**src/rtl/xregfile_pkg.sv**
```systemverilog
// ---------------------------------------------------------------------------
// xregfile_pkg : shared types, default width and index-width helper
// Rev 1.0
// ---------------------------------------------------------------------------
`default_nettype none

package xregfile_pkg;

   typedef enum logic [0:0] {
      CLEAR = 1'b0,
      RUN   = 1'b1
   } state_t;

   localparam int c_XLEN_DEFAULT = 32;

   function automatic int idx_width(input int nreg);
      return $clog2(nreg);
   endfunction

endpackage

`default_nettype wire

```
**src/rtl/xregfile_if.sv**
```systemverilog
// ---------------------------------------------------------------------------
// xregfile_if : dual write / dual read port bundle of the register file
// Rev 1.0
// ---------------------------------------------------------------------------
`default_nettype none

interface xregfile_if
   import xregfile_pkg::*;
#(
   parameter int XLEN = c_XLEN_DEFAULT,
   parameter int NREG = 16
);
   localparam int IW = idx_width(NREG);

   logic            wreq0;
   logic            wreq1;
   logic [IW-1:0]   windex0;
   logic [IW-1:0]   windex1;
   logic [XLEN-1:0] wdata0;
   logic [XLEN-1:0] wdata1;
   logic [IW-1:0]   rindex0;
   logic [IW-1:0]   rindex1;
   logic [XLEN-1:0] rdata0;
   logic [XLEN-1:0] rdata1;
   logic            ready;

   modport master (
      output wreq0, wreq1, windex0, windex1, wdata0, wdata1, rindex0, rindex1,
      input  rdata0, rdata1, ready
   );

   modport slave (
      input  wreq0, wreq1, windex0, windex1, wdata0, wdata1, rindex0, rindex1,
      output rdata0, rdata1, ready
   );

endinterface

`default_nettype wire

```
**src/rtl/xregfile_rdport.sv**
```systemverilog
// ---------------------------------------------------------------------------
// xregfile_rdport : one registered read port with same-cycle write bypass
// Rev 1.0
// ---------------------------------------------------------------------------
`default_nettype none

module xregfile_rdport
   import xregfile_pkg::*;
#(
   parameter  int XLEN = c_XLEN_DEFAULT,
   parameter  int NREG = 16,
   localparam int IW   = idx_width(NREG)
)
(
   input  wire logic                      clk,
   input  wire logic                      rst,
   input  wire logic                      i_en,
   input  wire logic [IW-1:0]             i_rindex,
   input  wire logic [NREG-1:0][XLEN-1:0] i_regs,
   input  wire logic                      i_we0,
   input  wire logic [IW-1:0]             i_windex0,
   input  wire logic [XLEN-1:0]           i_wdata0,
   input  wire logic                      i_we1,
   input  wire logic [IW-1:0]             i_windex1,
   input  wire logic [XLEN-1:0]           i_wdata1,
   output logic      [XLEN-1:0]           o_rdata
);

   logic [XLEN-1:0] w_rnext;
   logic [XLEN-1:0] r_rdata;

   // Port 1 is checked first so it wins a same-index collision.
   always_comb begin
      w_rnext = i_regs[i_rindex];
      if (i_rindex == '0)
         w_rnext = '0;
      else if (i_we1 && (i_windex1 == i_rindex))
         w_rnext = i_wdata1;
      else if (i_we0 && (i_windex0 == i_rindex))
         w_rnext = i_wdata0;
   end

   always_ff @(posedge clk) begin
      if (rst || !i_en)
         r_rdata <= '0;
      else
         r_rdata <= w_rnext;
   end

   assign o_rdata = r_rdata;

endmodule

`default_nettype wire

```
**src/rtl/xregfile_mp.sv**
```systemverilog
// ---------------------------------------------------------------------------
// xregfile_mp : 2W/2R register file, x0 hard-wired to zero, post-reset clear sweep
// Rev 1.0
// ---------------------------------------------------------------------------
`default_nettype none

module xregfile_mp
   import xregfile_pkg::*;
#(
   parameter int XLEN = c_XLEN_DEFAULT,
   parameter int NREG = 16
)
(
   input wire logic  clk,
   input wire logic  rst,
   xregfile_if.slave bus
);

   localparam int IW = idx_width(NREG);

   state_t                    r_state;
   state_t                    w_state_nxt;
   logic [IW-1:0]             r_sweep;
   logic [IW-1:0]             w_sweep_nxt;
   logic                      w_run;
   logic                      w_ready;
   logic                      w_clr;
   logic                      w_we0;
   logic                      w_we1;
   logic [XLEN-1:0]           r_regs [1:NREG-1];
   logic [NREG-1:0][XLEN-1:0] w_view;

   // State register
   always_ff @(posedge clk) begin
      if (rst) begin
         r_state <= CLEAR;
         r_sweep <= IW'(1);
      end else begin
         r_state <= w_state_nxt;
         r_sweep <= w_sweep_nxt;
      end
   end

   // Next state: the edge that clears the top index also enters RUN
   always_comb begin
      w_state_nxt = r_state;
      w_sweep_nxt = r_sweep;
      case (r_state)
         CLEAR: begin
            w_sweep_nxt = r_sweep + IW'(1);
            if (r_sweep == IW'(NREG - 1))
               w_state_nxt = RUN;
         end
         RUN:     w_state_nxt = RUN;
         default: w_state_nxt = CLEAR;
      endcase
   end

   // Outputs: rst masks everything even when the state register still says RUN
   always_comb begin
      w_run   = (r_state == RUN);
      w_ready = w_run && !rst;
      w_clr   = (r_state == CLEAR) && !rst;
      w_we0   = bus.wreq0 && (bus.windex0 != '0) && w_ready;
      w_we1   = bus.wreq1 && (bus.windex1 != '0) && w_ready;
   end

   assign bus.ready = w_ready;

   // Flop array: each entry decodes both ports so distinct-index writes both land
   always_ff @(posedge clk) begin
      for (int i = 1; i < NREG; i++) begin
         if (w_we1 && (bus.windex1 == IW'(i)))
            r_regs[i] <= bus.wdata1;
         else if (w_we0 && (bus.windex0 == IW'(i)))
            r_regs[i] <= bus.wdata0;
         else if (w_clr && (r_sweep == IW'(i)))
            r_regs[i] <= '0;
      end
   end

   always_comb begin
      w_view[0] = '0;
      for (int i = 1; i < NREG; i++)
         w_view[i] = r_regs[i];
   end

   xregfile_rdport #(.XLEN(XLEN), .NREG(NREG)) u_rd0 (
      .clk       (clk),
      .rst       (rst),
      .i_en      (w_run),
      .i_rindex  (bus.rindex0),
      .i_regs    (w_view),
      .i_we0     (w_we0),
      .i_windex0 (bus.windex0),
      .i_wdata0  (bus.wdata0),
      .i_we1     (w_we1),
      .i_windex1 (bus.windex1),
      .i_wdata1  (bus.wdata1),
      .o_rdata   (bus.rdata0)
   );

   xregfile_rdport #(.XLEN(XLEN), .NREG(NREG)) u_rd1 (
      .clk       (clk),
      .rst       (rst),
      .i_en      (w_run),
      .i_rindex  (bus.rindex1),
      .i_regs    (w_view),
      .i_we0     (w_we0),
      .i_windex0 (bus.windex0),
      .i_wdata0  (bus.wdata0),
      .i_we1     (w_we1),
      .i_windex1 (bus.windex1),
      .i_wdata1  (bus.wdata1),
      .o_rdata   (bus.rdata1)
   );

endmodule

`default_nettype wire

```
**src/flat_wrapper.sv**
```systemverilog
// flat-port wrapper written by rule: the top's interface ports become plain ports
module xregfile_mp_flat import xregfile_pkg::*;
#(
   parameter int XLEN = c_XLEN_DEFAULT,
   parameter int NREG = 16
)
  (clk, rst, bus_wreq0, bus_wreq1, bus_windex0, bus_windex1, bus_wdata0, bus_wdata1, bus_rindex0, bus_rindex1, bus_rdata0, bus_rdata1, bus_ready);
  xregfile_if #(.XLEN(XLEN), .NREG(NREG)) bus_i ();
  input wire logic clk;
  input wire logic rst;
  input wire logic [$bits(bus_i.wreq0)-1:0] bus_wreq0;
  input wire logic [$bits(bus_i.wreq1)-1:0] bus_wreq1;
  input wire logic [$bits(bus_i.windex0)-1:0] bus_windex0;
  input wire logic [$bits(bus_i.windex1)-1:0] bus_windex1;
  input wire logic [$bits(bus_i.wdata0)-1:0] bus_wdata0;
  input wire logic [$bits(bus_i.wdata1)-1:0] bus_wdata1;
  input wire logic [$bits(bus_i.rindex0)-1:0] bus_rindex0;
  input wire logic [$bits(bus_i.rindex1)-1:0] bus_rindex1;
  output wire logic [$bits(bus_i.rdata0)-1:0] bus_rdata0;
  output wire logic [$bits(bus_i.rdata1)-1:0] bus_rdata1;
  output wire logic [$bits(bus_i.ready)-1:0] bus_ready;
  assign bus_i.wreq0 = bus_wreq0;
  assign bus_i.wreq1 = bus_wreq1;
  assign bus_i.windex0 = bus_windex0;
  assign bus_i.windex1 = bus_windex1;
  assign bus_i.wdata0 = bus_wdata0;
  assign bus_i.wdata1 = bus_wdata1;
  assign bus_i.rindex0 = bus_rindex0;
  assign bus_i.rindex1 = bus_rindex1;
  assign bus_rdata0 = bus_i.rdata0;
  assign bus_rdata1 = bus_i.rdata1;
  assign bus_ready = bus_i.ready;
  xregfile_mp #(.XLEN(XLEN), .NREG(NREG)) u_core (.clk(clk), .rst(rst), .bus(bus_i));
endmodule
```
**config.mk**
```make
export PLATFORM = sky130hd
export DESIGN_NAME = xregfile_mp_flat
export DESIGN_NICKNAME = d
export VERILOG_FILES = /design/src/rtl/xregfile_pkg.sv /design/src/rtl/xregfile_if.sv /design/src/rtl/xregfile_rdport.sv /design/src/rtl/xregfile_mp.sv /design/src/flat_wrapper.sv
export SDC_FILE = /design/constraint.sdc
export NUM_CORES = 2
export LEC_CHECK = 0
export ABC_CLOCK_PERIOD_IN_PS = 13100
export BUFFER_PORTS_ARGS = -buffer_cell sky130_fd_sc_hd__buf_4
export CAP_MARGIN = 10
export CORE_MARGIN = 2
export CORE_UTILIZATION = 45
export DETAILED_ROUTE_END_ITERATION = 7
export PLACE_DENSITY = 0.65
export REMOVE_ABC_BUFFERS = 1
export SYNTH_ARGS = -nofsm -noshare
export SYNTH_HDL_FRONTEND = slang
export SYNTH_SLANG_ARGS = --single-unit
```
**constraint.sdc**
```tcl
create_clock -name clk -period 13.1 [get_ports clk]
set_input_delay 1.31 -clock clk [delete_from_list [all_inputs] [get_ports clk]]
set_output_delay 1.31 -clock clk [all_outputs]
set_load 0.03 [all_outputs]
```
==> metrics.yaml <==
synthArstFlopShare: 0
clock_path_buffers: 3
fillers: 6661
drt_iter0_drc: 4968
die-area_um2: 77100
synth_seq_area_share: 0.468
tns_ps: 0
total_power_mw: 4.21
final_hold_viol_count: 0
clockRootBuffer: "clkbuf_16"
cp_num_cells: 8
syn_avg_cell_area_um2: 9.98
numPortBuffers: 148
grt_pass1_wl_um: 190000
rsz0062_at_grt: "false"
clk_latency_ps: 630
place_hpwl_um: 73000
maxSlewViolCount: 0
vias_per_cell: 6.90
diodes: 0
multi_input_area_um2: 16000
synth_cell_type_count: 61
cts_max_level: 3
clk_pin_slew_worst_paths_ps: 60
ctsHoldBuffers: 0
period_share: 0.310
worst_pin_slew_ps: 1310
drive_gt1_frac: 0.212
die_x_um: 278
die_y_um: 278
max_freq_mhz: 246
critical_path_class: "in -> reg"
wirelength_um: 131000
layout_commonest_cell: "nand2_1"
crit_path_frequent_cell: "buf_4"
drt_first_pass_iters: 8
crit_family: "compound AO/OA/AOI/OAI gates"
synth_seq_cells: 549
cts.sinks: 549
synthFlopType: "edfxtp_1"
synth_area_um2: 33700
holdWs_ps: 590
post-route-util: 0.493
num_vias: 29200
grt_usage: 0.333
outcome: "finished clean"
slew_headroom: 0.124
grt_max_degree: 67
worst_setup_path_start_kind: "input pin"
pwr_density_cell_nw_per_um2: 115
synthToLayoutAreaGrowth_pct: 8.71
core-area_um2: 74300
synth_edf_count: 480
max_cap_violations: 0
gp_congestion: 0.859
start_util: 0.454
dp_cells: 4113
crit_chain: "buf_4 > and3b_1 > o41ai_4 > buf_4 > nor2_4 > buf_4 > a21oi_4 > a31oi_1"
cts_buffers: 66
reg2reg_depth: 7
stdcell_count: 4235
layout_common_cells: "nand2_1, a21oi_1, edfxtp_1, buf_4, mux4_2"
yosys_warnings: 0
finalSetupViolations: 0
regArea_um2: 15800
layout.nets: 3301
syn_inst: 3379
hold_class: "reg -> reg"
critPathArrivalTime_ps: 4490
end_kind: "register"
grt_pass1_vias: 28500
cp_slowest_cell: "a21oi_4"
grt_overflow: 0
wl_per_cell_um: 30.9
hold_depth: 2
postCtsSetupBuffers: 0
antenna_found_initial: 0
clock_skew_ps: 30.7
remaining_drc_errors: 0
slowest_delay_ps: 1020
critical_path.max_fanout: 66
rows: 100
cts_tree: "built"
ir_worst_vdd_mv: 0.0910
postRouteAntennaNets: 0
ioPinCount: 149
cts_resized: 0
path_buf_inv: 3
period_needed_ps: 4060
cp.required_ps: 13540
leakagePower_nw: 12.5
[logic make-up (layout without fill, tap and decap cells)]
group | Yosys count | after routing | synth area share
mux | 321 | 321 | 0.171
xor+xnor | 19 | 19 | 0.00493
compound gates | 762 | 762 | 0.133
fa+ha+maj | 4 | 4 | 0.00148
buf+inv | 450 | 337 | 0.0655
flops | 549 | 549 | 0.468
simple gates | 1274 | 1274 | 0.155
[metrics by stage]
step / worst slack [ps] / area (µm²)
global placement: 8670 / 34600
CTS: 9230 / 36600
floorplan: 6800 / 31500
global route: 9000 / 36700
finish: 9040 / 36700
detailed placement: 8590 / 34600
[tightest hold or removal path, cell delays in order, from the launching register on]
cell	delay, ps
dfxtp_1	350
mux2i_1	150
nor2_1	50
[cells in the mapped netlist (8+ instances only)]
| cell type | instances | share of area |
|---|---|---|
| and3_1 | 9 | 0.0017 |
| buf_1 | 10 | 0.0011 |
| buf_4 | 42 | 0.0094 |
| and2_1 | 12 | 0.0022 |
| a31oi_1 | 66 | 0.012 |
| o21ai_0 | 65 | 0.0096 |
| a221oi_1 | 63 | 0.016 |
| or3_1 | 70 | 0.013 |
| nor2b_1 | 8 | 0.0015 |
| buf_2 | 185 | 0.027 |
| clkbuf_1 | 190 | 0.021 |
| mux4_2 | 192 | 0.13 |
| dfxtp_1 | 69 | 0.041 |
| mux2_2 | 127 | 0.042 |
| xor2_1 | 10 | 0.0026 |
| nor2_1 | 80 | 0.0089 |
| nand2_1 | 1039 | 0.12 |
| o311ai_1 | 62 | 0.016 |
| a21oi_1 | 488 | 0.072 |
| nand3_1 | 10 | 0.0015 |
| xnor2_1 | 9 | 0.0023 |
| buf_6 | 17 | 0.0057 |
| edfxtp_1 | 480 | 0.43 |
[worst paths after layout]
kind | from | endpoint | slack, ps
setup / recovery | rst | u_core.u_rd0.o_rdata[27]$_SDFF_PP0_ | 9040
hold / removal | u_core.r_sweep[1]$_SDFFE_PP0N_ | u_core.r_sweep[1]$_SDFFE_PP0N_ | 590
hold reg to reg | u_core.r_sweep[1]$_SDFFE_PP0N_ | u_core.r_sweep[1]$_SDFFE_PP0N_ | 590
setup reg to reg | u_core.r_state$_SDFF_PP0_ | u_core.u_rd0.o_rdata[27]$_SDFF_PP0_ | 9310
[sequential cells by signal (all words and copies together), names as in the netlist]
name / cells
u_core.r_state: 1
u_core.r_sweep: 4
u_core.r_regs: 480
u_core.u_rd1.o_rdata: 32
u_core.u_rd0.o_rdata: 32
[report_power, final]
group | switching, mW | leakage, nW | internal [mW]
clock | 0.772 | 0.982 | 1.01
sequential | 0.0145 | 4.89 | 1.94
combinational | 0.293 | 6.66 | 0.181
[metal layers]
metal  vias to the layer above  global-route usage  wire length (µm)
li1                      11900                   -                 -
met1                     14200               0.447             47500
met2                      2644               0.505             58100
met3                       450              0.0777             18300
met4                         0               0.173              6850
met5                         -                   0                 0
[final cells by class]
type	count	area share
Clock buffer	100	0.0510
Clock inverter	21	0.00457
Inverter	5	0.000512
Multi-Input combinational cell	2380	0.436
Sequential cell	549	0.431
Tap cell	969	0.0331
Timing Repair Buffer	211	0.0442
(Power assumes the default switching activity.)
